`config.mk`:
```
export PLATFORM = sky130hd
export DESIGN_NAME = motor_balance_ctrl
export DESIGN_NICKNAME = d
export VERILOG_FILES = /design/src/rtl/motor_balance_ctrl_pkg.sv /design/src/rtl/motor_balance_ctrl_pwm_gen.sv /design/src/rtl/motor_balance_ctrl.sv
export SDC_FILE = /design/constraint.sdc
export NUM_CORES = 1
export LEC_CHECK = 0
export BUFFER_PORTS_ARGS = -buffer_cell sky130_fd_sc_hd__clkbuf_2
export CORE_AREA = 2 2 91 85
export DETAILED_ROUTE_END_ITERATION = 8
export DIE_AREA = 0 0 93 87
export PLACE_DENSITY = 0.9
export SLEW_MARGIN = 20
export SYNTH_ARGS = -nofsm -noshare
export SYNTH_HDL_FRONTEND = slang
export SYNTH_SLANG_ARGS = --single-unit
```
`constraint.sdc`:
```
create_clock -name clk -period 3.4 [get_ports clk]
set_input_delay 0.68 -clock clk [delete_from_list [all_inputs] [get_ports clk]]
set_output_delay 0.68 -clock clk [all_outputs]
set_load 0.01 [all_outputs]
```
`src/rtl/motor_balance_ctrl_pkg.sv`:
```
`default_nettype none
// ============================================================================
//  Module      : motor_pkg
//  Description : Shared types and helpers for the motor balance controller:
//                FSM state encoding, clear-request constant, saturate helper.
//  Revision    : 1.0  initial release
// ============================================================================
package motor_pkg;

    // Controller FSM states, explicit 2-bit encoding
    typedef enum logic [1:0] {
        ST_IDLE   = 2'd0,
        ST_CLEAR  = 2'd1,
        ST_RUN    = 2'd2,
        ST_UPDATE = 2'd3
    } state_t;

    // Request pattern that zeroes both position counters
    localparam logic [1:0] c_CLEAR_ALL = 2'b11;

    // Saturate a value into [lo, hi]; used for both trim limits and duty clamping
    function automatic int sat(input int value, input int lo, input int hi);
        int r;
        r = value;
        if (value < lo) begin
            r = lo;
        end else if (value > hi) begin
            r = hi;
        end
        return r;
    endfunction

endpackage
`default_nettype wire

```
`src/rtl/motor_balance_ctrl_pwm_gen.sv`:
```
`default_nettype none
// ============================================================================
//  Module      : pwm_gen
//  Description : One motor PWM channel. Duty is captured only at the period
//                boundary signalled by i_load, so a period is never cut short
//                or stretched. Output is registered (lags the counter by one).
//  Revision    : 1.0  initial release
// ============================================================================
module pwm_gen
    import motor_pkg::*;
#(
    parameter int PWM_BITS = 8
) (
    input  logic                clk,
    input  logic                rst,
    input  logic                i_stop,
    input  logic                i_load,
    input  logic [PWM_BITS-1:0] i_target,
    input  logic [PWM_BITS-1:0] i_pc,
    output logic [PWM_BITS-1:0] o_duty,
    output logic                o_pwm
);

    logic [PWM_BITS-1:0] r_duty;
    logic                r_pwm;

    // Duty capture at period boundary and registered compare against shared counter
    always_ff @(posedge clk or posedge rst) begin
        if (rst) begin
            r_duty <= '0;
            r_pwm  <= 1'b0;
        end else if (i_stop) begin
            r_duty <= '0;
            r_pwm  <= 1'b0;
        end else begin
            if (i_load) begin
                r_duty <= i_target;
            end
            r_pwm <= (i_pc < r_duty);
        end
    end

    assign o_duty = r_duty;
    assign o_pwm  = r_pwm;

endmodule
`default_nettype wire

```
`src/rtl/motor_balance_ctrl.sv`:
```
`default_nettype none
// ============================================================================
//  Module      : motor_balance_ctrl
//  Description : Periodically samples the wheel position difference, steers a
//                saturating trim term, splits it across two PWM duties and
//                requests a position-counter clear at the start of every run.
//  Revision    : 1.0  initial release
// ============================================================================
module motor_balance_ctrl
    import motor_pkg::*;
#(
    parameter int PWM_BITS      = 8,
    parameter int UPDATE_CYCLES = 100000,
    parameter int DEADBAND      = 2,
    parameter int TRIM_STEP     = 1,
    parameter int MAX_TRIM      = 64
) (
    input  logic                clk,
    input  logic                reset,
    input  logic                enable,
    input  logic [PWM_BITS-1:0] base_duty,
    input  logic [15:0]         pos_diff,
    output logic [1:0]          clear,
    output logic                pwm1,
    output logic                pwm2,
    output logic [PWM_BITS-1:0] duty1,
    output logic [PWM_BITS-1:0] duty2,
    output logic [7:0]          trim,
    output logic                update
);

    localparam int                  c_INTV_W    = (UPDATE_CYCLES > 1) ? $clog2(UPDATE_CYCLES) : 1;
    localparam int                  c_AW        = PWM_BITS + 2;
    localparam int                  c_DUTY_MAX  = (1 << PWM_BITS) - 1;
    localparam logic [c_INTV_W-1:0] c_INTV_LAST = c_INTV_W'(UPDATE_CYCLES - 1);

    state_t                      r_state;
    state_t                      w_next;
    logic [c_INTV_W-1:0]         r_intv;
    logic [PWM_BITS-1:0]         r_pc;
    logic signed [PWM_BITS-1:0]  r_trim;

    int                          w_pd;
    int                          w_trim_cur;
    int                          w_trim_nxt;

    logic signed [PWM_BITS-1:0]  w_trim_eff;
    logic signed [c_AW-1:0]      w_base_x;
    logic signed [c_AW-1:0]      w_trim_x;
    logic signed [c_AW-1:0]      w_sum1;
    logic signed [c_AW-1:0]      w_sum2;
    logic [PWM_BITS-1:0]         w_t1;
    logic [PWM_BITS-1:0]         w_t2;
    logic                        w_load;
    logic                        w_stop;

    // State register; reset aborts any run immediately
    always_ff @(posedge clk or posedge reset) begin
        if (reset) begin
            r_state <= ST_IDLE;
        end else begin
            r_state <= w_next;
        end
    end

    // Next-state logic with Moore-style clear/update strobes
    always_comb begin
        w_next = r_state;
        clear  = 2'b00;
        update = 1'b0;
        case (r_state)
            ST_IDLE: begin
                if (enable) begin
                    w_next = ST_CLEAR;
                end
            end
            ST_CLEAR: begin
                clear  = c_CLEAR_ALL;
                w_next = ST_RUN;
            end
            ST_RUN: begin
                if (!enable) begin
                    w_next = ST_IDLE;
                end else if (r_intv == c_INTV_LAST) begin
                    w_next = ST_UPDATE;
                end
            end
            ST_UPDATE: begin
                update = 1'b1;
                w_next = enable ? ST_RUN : ST_IDLE;
            end
            default: begin
                w_next = ST_IDLE;
            end
        endcase
    end

    // Update interval counter runs only while waiting in RUN
    always_ff @(posedge clk or posedge reset) begin
        if (reset) begin
            r_intv <= '0;
        end else if (r_state == ST_RUN) begin
            r_intv <= r_intv + c_INTV_W'(1);
        end else begin
            r_intv <= '0;
        end
    end

    // Shared PWM period counter; parked at zero in IDLE and CLEAR so the first
    // period after CLEAR starts cleanly with the freshly loaded duty
    always_ff @(posedge clk or posedge reset) begin
        if (reset) begin
            r_pc <= '0;
        end else if (r_state == ST_IDLE || r_state == ST_CLEAR) begin
            r_pc <= '0;
        end else begin
            r_pc <= r_pc + PWM_BITS'(1);
        end
    end

    assign w_pd       = int'($signed(pos_diff));
    assign w_trim_cur = int'(r_trim);

    // Deadband decision and saturating step for the next trim value
    always_comb begin
        w_trim_nxt = w_trim_cur;
        if (w_pd > DEADBAND) begin
            w_trim_nxt = sat(w_trim_cur + TRIM_STEP, -MAX_TRIM, MAX_TRIM);
        end else if (w_pd < -DEADBAND) begin
            w_trim_nxt = sat(w_trim_cur - TRIM_STEP, -MAX_TRIM, MAX_TRIM);
        end
    end

    // Trim register: zeroed at run start, stepped on UPDATE, otherwise retained
    always_ff @(posedge clk or posedge reset) begin
        if (reset) begin
            r_trim <= '0;
        end else if (r_state == ST_CLEAR) begin
            r_trim <= '0;
        end else if (r_state == ST_UPDATE) begin
            r_trim <= PWM_BITS'(w_trim_nxt);
        end
    end

    assign trim = 8'(w_trim_cur);

    // Duty load in CLEAR must already see the zeroed trim, not the previous run's
    assign w_trim_eff = (r_state == ST_CLEAR) ? '0 : r_trim;
    assign w_base_x   = $signed({2'b00, base_duty});
    assign w_trim_x   = {{2{w_trim_eff[PWM_BITS-1]}}, w_trim_eff};
    assign w_sum1     = w_base_x - w_trim_x;
    assign w_sum2     = w_base_x + w_trim_x;
    assign w_t1       = PWM_BITS'(sat(int'(w_sum1), 0, c_DUTY_MAX));
    assign w_t2       = PWM_BITS'(sat(int'(w_sum2), 0, c_DUTY_MAX));

    // Load on the edge where the counter returns to zero, or on run start
    assign w_load = (r_state == ST_CLEAR) ||
                    (((r_state == ST_RUN) || (r_state == ST_UPDATE)) && (r_pc == '1));
    // Drop both channels on the same edge the FSM falls back to IDLE
    assign w_stop = (w_next == ST_IDLE);

    pwm_gen #(
        .PWM_BITS (PWM_BITS)
    ) u_pwm1 (
        .clk      (clk),
        .rst      (reset),
        .i_stop   (w_stop),
        .i_load   (w_load),
        .i_target (w_t1),
        .i_pc     (r_pc),
        .o_duty   (duty1),
        .o_pwm    (pwm1)
    );

    pwm_gen #(
        .PWM_BITS (PWM_BITS)
    ) u_pwm2 (
        .clk      (clk),
        .rst      (reset),
        .i_stop   (w_stop),
        .i_load   (w_load),
        .i_target (w_t2),
        .i_pc     (r_pc),
        .o_duty   (duty2),
        .o_pwm    (pwm2)
    );

endmodule
`default_nettype wire

```
-- After elaboration in Yosys (flattened, before gate mapping)
Cells that the tools add are included.
- bits of input ports: 27
- bits in registers: 53
- order comparisons: 12
- $add $sub $neg: 6
- equality and inequality tests: 5
- multiplexer cells: 28
- reductions and logical operators: 10
- operators with widths (operator ; count):
    $mux 8 ; 18
    $gt 10x9->1 const B ; 2
    $lt 10x1->1 const B ; 2
    $gt 9x8->1 const B ; 2
    $lt 9x7->1 const B ; 2
    $add 17x1->17 const B ; 1
    $eq 17x17->1 const B ; 1
    $mux 17 ; 1
    $gt 16x3->1 const B ; 1
    $lt 16x2->1 const B ; 1
    $lt 8x8->1 ; 2
    $add 9x8->10 ; 1
    $mux 2 ; 5
    $sub 9x8->10 ; 1
    $add 8x2->9 const B ; 1
    $sub 8x2->9 const B ; 1
    $add 8x1->8 const B ; 1
    $eq 8x8->1 const B ; 1
    $pmux 2 s4 ; 1
    $eq 2x2->1 const B ; 2
    $logic_not 2->1 ; 2
    $reduce_bool 2->1 ; 2
    $logic_or 1x1->1 ; 3
    $mux 1 ; 3
    other kinds (4) ; 4

-- Logic depth before layout (Yosys ltp)
- depth in word-level cells: 8
- mapped depth: 14
- gate-level depth less buffers: 13

-- Hierarchy
A second synthesis with hierarchy kept.
- cells, all modules: 498
- area, all modules: 4316.6 µm²
- modules (own cells, without submodules) (module ; area an instance (µm²) ; sequential area each (µm²) ; instances ; cells each):
    motor_balance_ctrl ; 3258.1 ; 875.8 ; 1 ; 392
    pwm_gen ; 529.3 ; 225.2 ; 2 ; 53

-- Worst setup path after synthesis
OpenSTA, ideal clock, no wires.
- path type: register to register
- from: reg r_state[1]
- to: reg u_pwm1.r_duty[3], in the netlist u_pwm1.o_duty[3]
- data arrival time: 3.032 ns
- stages on the path, launching flop included: 15
- period minus slack after synthesis: 3.136 ns
- library setup time: 0.104 ns
- data required time: 3.296 ns
- path slack: 0.264 ns
- cells stage by stage: dfrtp_1 > nand2b_1 > buf_2 > inv_1 > nor2_1 > ha_1 > inv_1 > fa_1 > a21o_1 > a21oi_2 > nor2_1 > o41a_1 > or3_1 > a211o_4 > o311ai_1
- word-level cells in the longest chain between the ends: 8
- elaborated cells between the ends (all ways): 21
- classes of those cells: add/sub: 1; order compare: 2; eq/ne: 3; mux: 9; reduce/logical: 6
- RTL lines (element ; line ; source):
    start, declared ; motor_balance_ctrl.sv:37 ; state_t r_state;
    start signal, assigned ; motor_balance_ctrl.sv:62 ; r_state <= w_next;
    $eq 2x1->1 ; motor_balance_ctrl.sv:71, motor_balance_ctrl.sv:148, motor_balance_ctrl.sv:157 ;
    $mux 8 ; motor_balance_ctrl.sv:148 ; assign w_trim_eff = (r_state == ST_CLEAR) ? '0 : r_trim;
    $sub 9x8->10 ; motor_balance_ctrl.sv:151 ; assign w_sum1 = w_base_x - w_trim_x;
    $gt 10x9->1 ; motor_balance_ctrl_pkg.sv:27 ; end else if (value > hi) begin
    $mux 8 ; motor_balance_ctrl_pkg.sv:27 ;
    $mux 8 ; motor_balance_ctrl_pkg.sv:25 ; if (value < lo) begin
    $mux 8 ; motor_balance_ctrl_pwm_gen.sv:36 ; if (i_load) begin
    $mux 8 ; motor_balance_ctrl_pwm_gen.sv:32 ; end else if (i_stop) begin
    end signal, assigned ; motor_balance_ctrl_pwm_gen.sv:37 ; r_duty <= i_target;
    end, declared ; motor_balance_ctrl_pwm_gen.sv:24 ; logic [PWM_BITS-1:0] r_duty;
Parallel ways exist; a longest one is shown, timed or not. The select of a mux whose other input is x is not followed.
A chain may end at the register's enable or synchronous reset.

-- Final worst setup path
- from: reg r_trim[0], in the netlist trim[0]
- to: reg u_pwm1.r_duty[1], in the netlist u_pwm1.o_duty[1]
- word-level cells in the longest chain between the ends: 7
- elaborated cells between the ends (all ways): 8
- classes of those cells: add/sub: 1; order compare: 2; mux: 5
- RTL lines (element ; line ; source):
    start, declared ; motor_balance_ctrl.sv:41 ; logic signed [PWM_BITS-1:0] r_trim;
    start signal, assigned ; motor_balance_ctrl.sv:141 ; r_trim <= PWM_BITS'(w_trim_nxt);
    $mux 8 (*) ; motor_balance_ctrl.sv:148 ;
    $sub 9x8->10 (*) ; motor_balance_ctrl.sv:151 ;
    $gt 10x9->1 ; motor_balance_ctrl_pkg.sv:27 ;
    $mux 8 ; motor_balance_ctrl_pkg.sv:27 ;
    $mux 8 (*) ; motor_balance_ctrl_pkg.sv:25 ;
    $mux 8 (*) ; motor_balance_ctrl_pwm_gen.sv:36 ;
    $mux 8 (*) ; motor_balance_ctrl_pwm_gen.sv:32 ;
Mark *: on every way between the ends. The rest lies on a longest branch, timed or not. The select of a mux whose other input is x is not followed.

==> impl_summary.txt <==
----------------------------------------------------
[Final layout]
  Area growth from synthesis to final layout ... 11.5%
  Antenna Diode Count ... 0
  Share of final-layout standard cells stronger than drive strength 1 ... 14.8%
  Post-layout instance count excluding filler cells ... 638
  Post-Route Utilization ... 63.4%
  Final std cell area, no fill ... 4570 sq um
  Number of nets in the layout ... 607

[Pwr]
  Maximum VDD drop ... 0.000353 V
  P per Cell Area ... 706 nW/um^2
  LEAKAGE ... 2.18 nW
  Overall power consumption ... 3.23 mW

[Route]
  Final Routed Wirelength ... 10000 um
  Vias after detailed routing ... 3866
  Number of remaining DRC errors ... 0
  Average vias per placed instance ... 6.06
  First-pass detailed-route iteration total ... 5
  DRC violation total after the first TritonRoute iteration ... 342
  Number of nets with antenna violations after routing ... 0
  WL per Instance ... 15.7 um

[Yosys]
  Fraction of registers with async set or reset after synthesis ... 100%
  Number of warnings reported in the yosys synthesis log ... 0
  Number of distinct library cells after synthesis ... 56
  Proportion of synthesized chip area in sequential cells ... 32.4%
  Main synth FF type ... sky130_fd_sc_hd__dfrtp_1
  Nets in the synthesized netlist ... 556
  Mapped Avg Cell Area ... 8.36 sq um
  Mapped cell area ... 4100 sq um
  Number of standard cells after synthesis ... 490
  Post-synthesis sequential element count ... 53
  Number of synthesized flops with an enable pin ... 0

[Floorplan]
  Die X ... 93 um
  Std-Cell Core Area ... 7210 sq um
  Number of cell rows ... 30
  Boundary Pins ... 56
  DIE HEIGHT ... 87 um
  Initial standard-cell utilization of the core ... 56.8%
  Total die area ... 8090 sq um

[STA]
  Share of the clock period used by the worst path ... 93.6%
  Peak clock frequency supported by timing ... 314 MHz
  Worst-case headroom to the max-slew limit ... 33.0%
  Post-Route Setup TNS ... 0 ps
  Final Hold Vio Count ... 0
  Final clock skew ... 4.77 ps
  Final min period ... 3180 ps
  Final Max Slew Viols ... 0
  Slew at the pin with the worst max-slew slack ... 1000 ps
  Final-report setup violation count ... 0
  Unrepaired setup endpoints after global routing ... no

[Global route]
  GRT overflow ... 0
  Antenna violations before repair ... 0
  Number of global-route vias before repair ... 3634
  Global Route Usage Sum ... 25.4%
  Pin count of the biggest net entering global routing ... 32
  Global-route wire length before repair ... 16500 um

[Clock network]
  CTS tree ... done
  CTS Root Buffer Type ... sky130_fd_sc_hd__clkbuf_8
  Cts-stage hold buffer count ... 0
  Register clock-pin slew on the reported worst setup and hold paths ... 100 ps
  Clk sinks ... 53
  Number of buffers created by CTS ... 5
  Clock buffer depth ... 2
  Total number of H-tree levels ... 2
  Source-to-sink clock delay at the later pin of the worst-skew pair ... 320 ps

[Worst hold path]
  Classification of the worst-slack hold path ... input pin to asynchronous set/reset pin

[Worst setup path]
  Critical Path RT ... 3640 ps
  Critical path data arrival time ... 3420 ps
  Crit path capture type ... register
  Critical path type ... register to register
  CP Max Fanout ... 10
  Startpoint class of the critical path ... register

[Status]
  Run status ... completed

[Placed design]
  Number of input and output port buffers inserted ... 55
  Post-placement cell count ... 630
  Area after detailed placement ... 4450 sq um
  HPWL after detailed placement ... 7520 um
  Final weighted congestion in routability-driven placement ... 0.911

[Run]
  Total of max-cap violations ... 0

----------------------------------------------------
-- critical path, stage by stage, from the launching register on --
cell and delay [ps]:
sky130_fd_sc_hd__dfrtp_2 460, sky130_fd_sc_hd__inv_1 120, sky130_fd_sc_hd__nor2_1 170, sky130_fd_sc_hd__ha_1 190
sky130_fd_sc_hd__inv_1 60, sky130_fd_sc_hd__fa_1 410, sky130_fd_sc_hd__a21o_1 220, sky130_fd_sc_hd__a21oi_2 190
sky130_fd_sc_hd__nor2_1 80, sky130_fd_sc_hd__o41a_1 330, sky130_fd_sc_hd__or3_1 370, sky130_fd_sc_hd__a211o_4 390
sky130_fd_sc_hd__o211ai_1 110
-- final timing paths --
check                      startpoint               end  slack, ps  depth (start not counted)
max                           trim[0]  u_pwm1.o_duty[1]        220                         12
min                             reset        r_intv[10]        340                          2
max reg2reg                   trim[0]  u_pwm1.o_duty[1]        220                         12
min reg2reg                 r_intv[0]         r_intv[0]        470                          1
max in group asynchronous       reset  u_pwm1.o_duty[7]       2290                          3
min in group clk            r_intv[0]         r_intv[0]        470                          1
-- cells in the mapped netlist, types with 12 or more instances --
cell	n	share of area, %
sky130_fd_sc_hd__nand2_1	54	4.9
sky130_fd_sc_hd__dfrtp_1	53	32
sky130_fd_sc_hd__inv_1	48	4.4
sky130_fd_sc_hd__ha_1	37	11
sky130_fd_sc_hd__nor2_1	36	3.3
sky130_fd_sc_hd__o21ai_0	26	3.2
sky130_fd_sc_hd__o211ai_1	19	3.5
sky130_fd_sc_hd__nand3_1	18	2.2
sky130_fd_sc_hd__xnor2_1	17	3.6
sky130_fd_sc_hd__a21oi_1	16	2.0
sky130_fd_sc_hd__xor2_1	13	2.8
sky130_fd_sc_hd__nand4_1	12	1.8
-- state kept, by name (all words and copies together) (netlist names) --
signal,flops
r_intv,17
r_pc,8
trim,8
u_pwm1.o_duty,8
u_pwm2.o_duty,8
r_state,2
u_pwm1.o_pwm,1
u_pwm2.o_pwm,1
-- layer usage --
layer / vias to the layer above / global-route usage, % / wire length [um]
met5: - / 0 / 0
met4: 0 / 11.1 / 213
met3: 17 / 4.33 / 471
met2: 132 / 41.1 / 4820
met1: 1899 / 33.9 / 4520
li1: 1818 / - / -
-- stage by stage --
step           hold WS [ps]  setup WS [ps]
6_report                344            216
5_1_grt                 383           46.1
4_1_cts                 363            148
3_5_place_dp            453            188
3_3_place_gp            443            286
2_1_floorplan           433            264
-- cell type report --
class	instances	area (sq um)
sequential	53	1330
timing repair buffer	61	320
fill	596	2640
tap	96	120
inverter	48	180
clock buffer	5	68.8
clock inverter	3	43.8
multi-input combinational	372	2510
-- cells in the final DEF, fill, tap and decap left out, drive strengths merged, types with 17 or more instances in the layout --
| cell type | count |
|---|---|
| xnor2 | 17 |
| a21oi | 18 |
| ha | 37 |
| o21ai | 26 |
| nand2 | 55 |
| nor2 | 36 |
| dfrtp | 53 |
| inv | 49 |
| o211ai | 19 |
| nand3 | 18 |
| clkbuf | 60 |
-- logic make-up after synthesis --
kind of cell | count (synthesis) | share of synthesized area, %
buf+inv | 65 | 6.63
fa+ha+maj | 39 | 12.3
mux | 3 | 0.733
simple gates | 188 | 22.8
compound gates | 112 | 18.7
flops | 53 | 32.4
xor+xnor | 30 | 6.41
-- power by group --
| group | switching [mW] | internal (mW) |
|---|---|---|
| clock | 0.230 | 0.221 |
| sequential | 0.202 | 0.781 |
| combinational | 1.06 | 0.736 |
-- what timing repair did --
| action | CTS | global route |
|---|---|---|
| gates resized for setup | 0 | 1 |
| setup endpoints to repair | 0 | 8 |
| buffers inserted | 0 | 0 |
No activity file was read; power rests on OpenSTA's default activity.
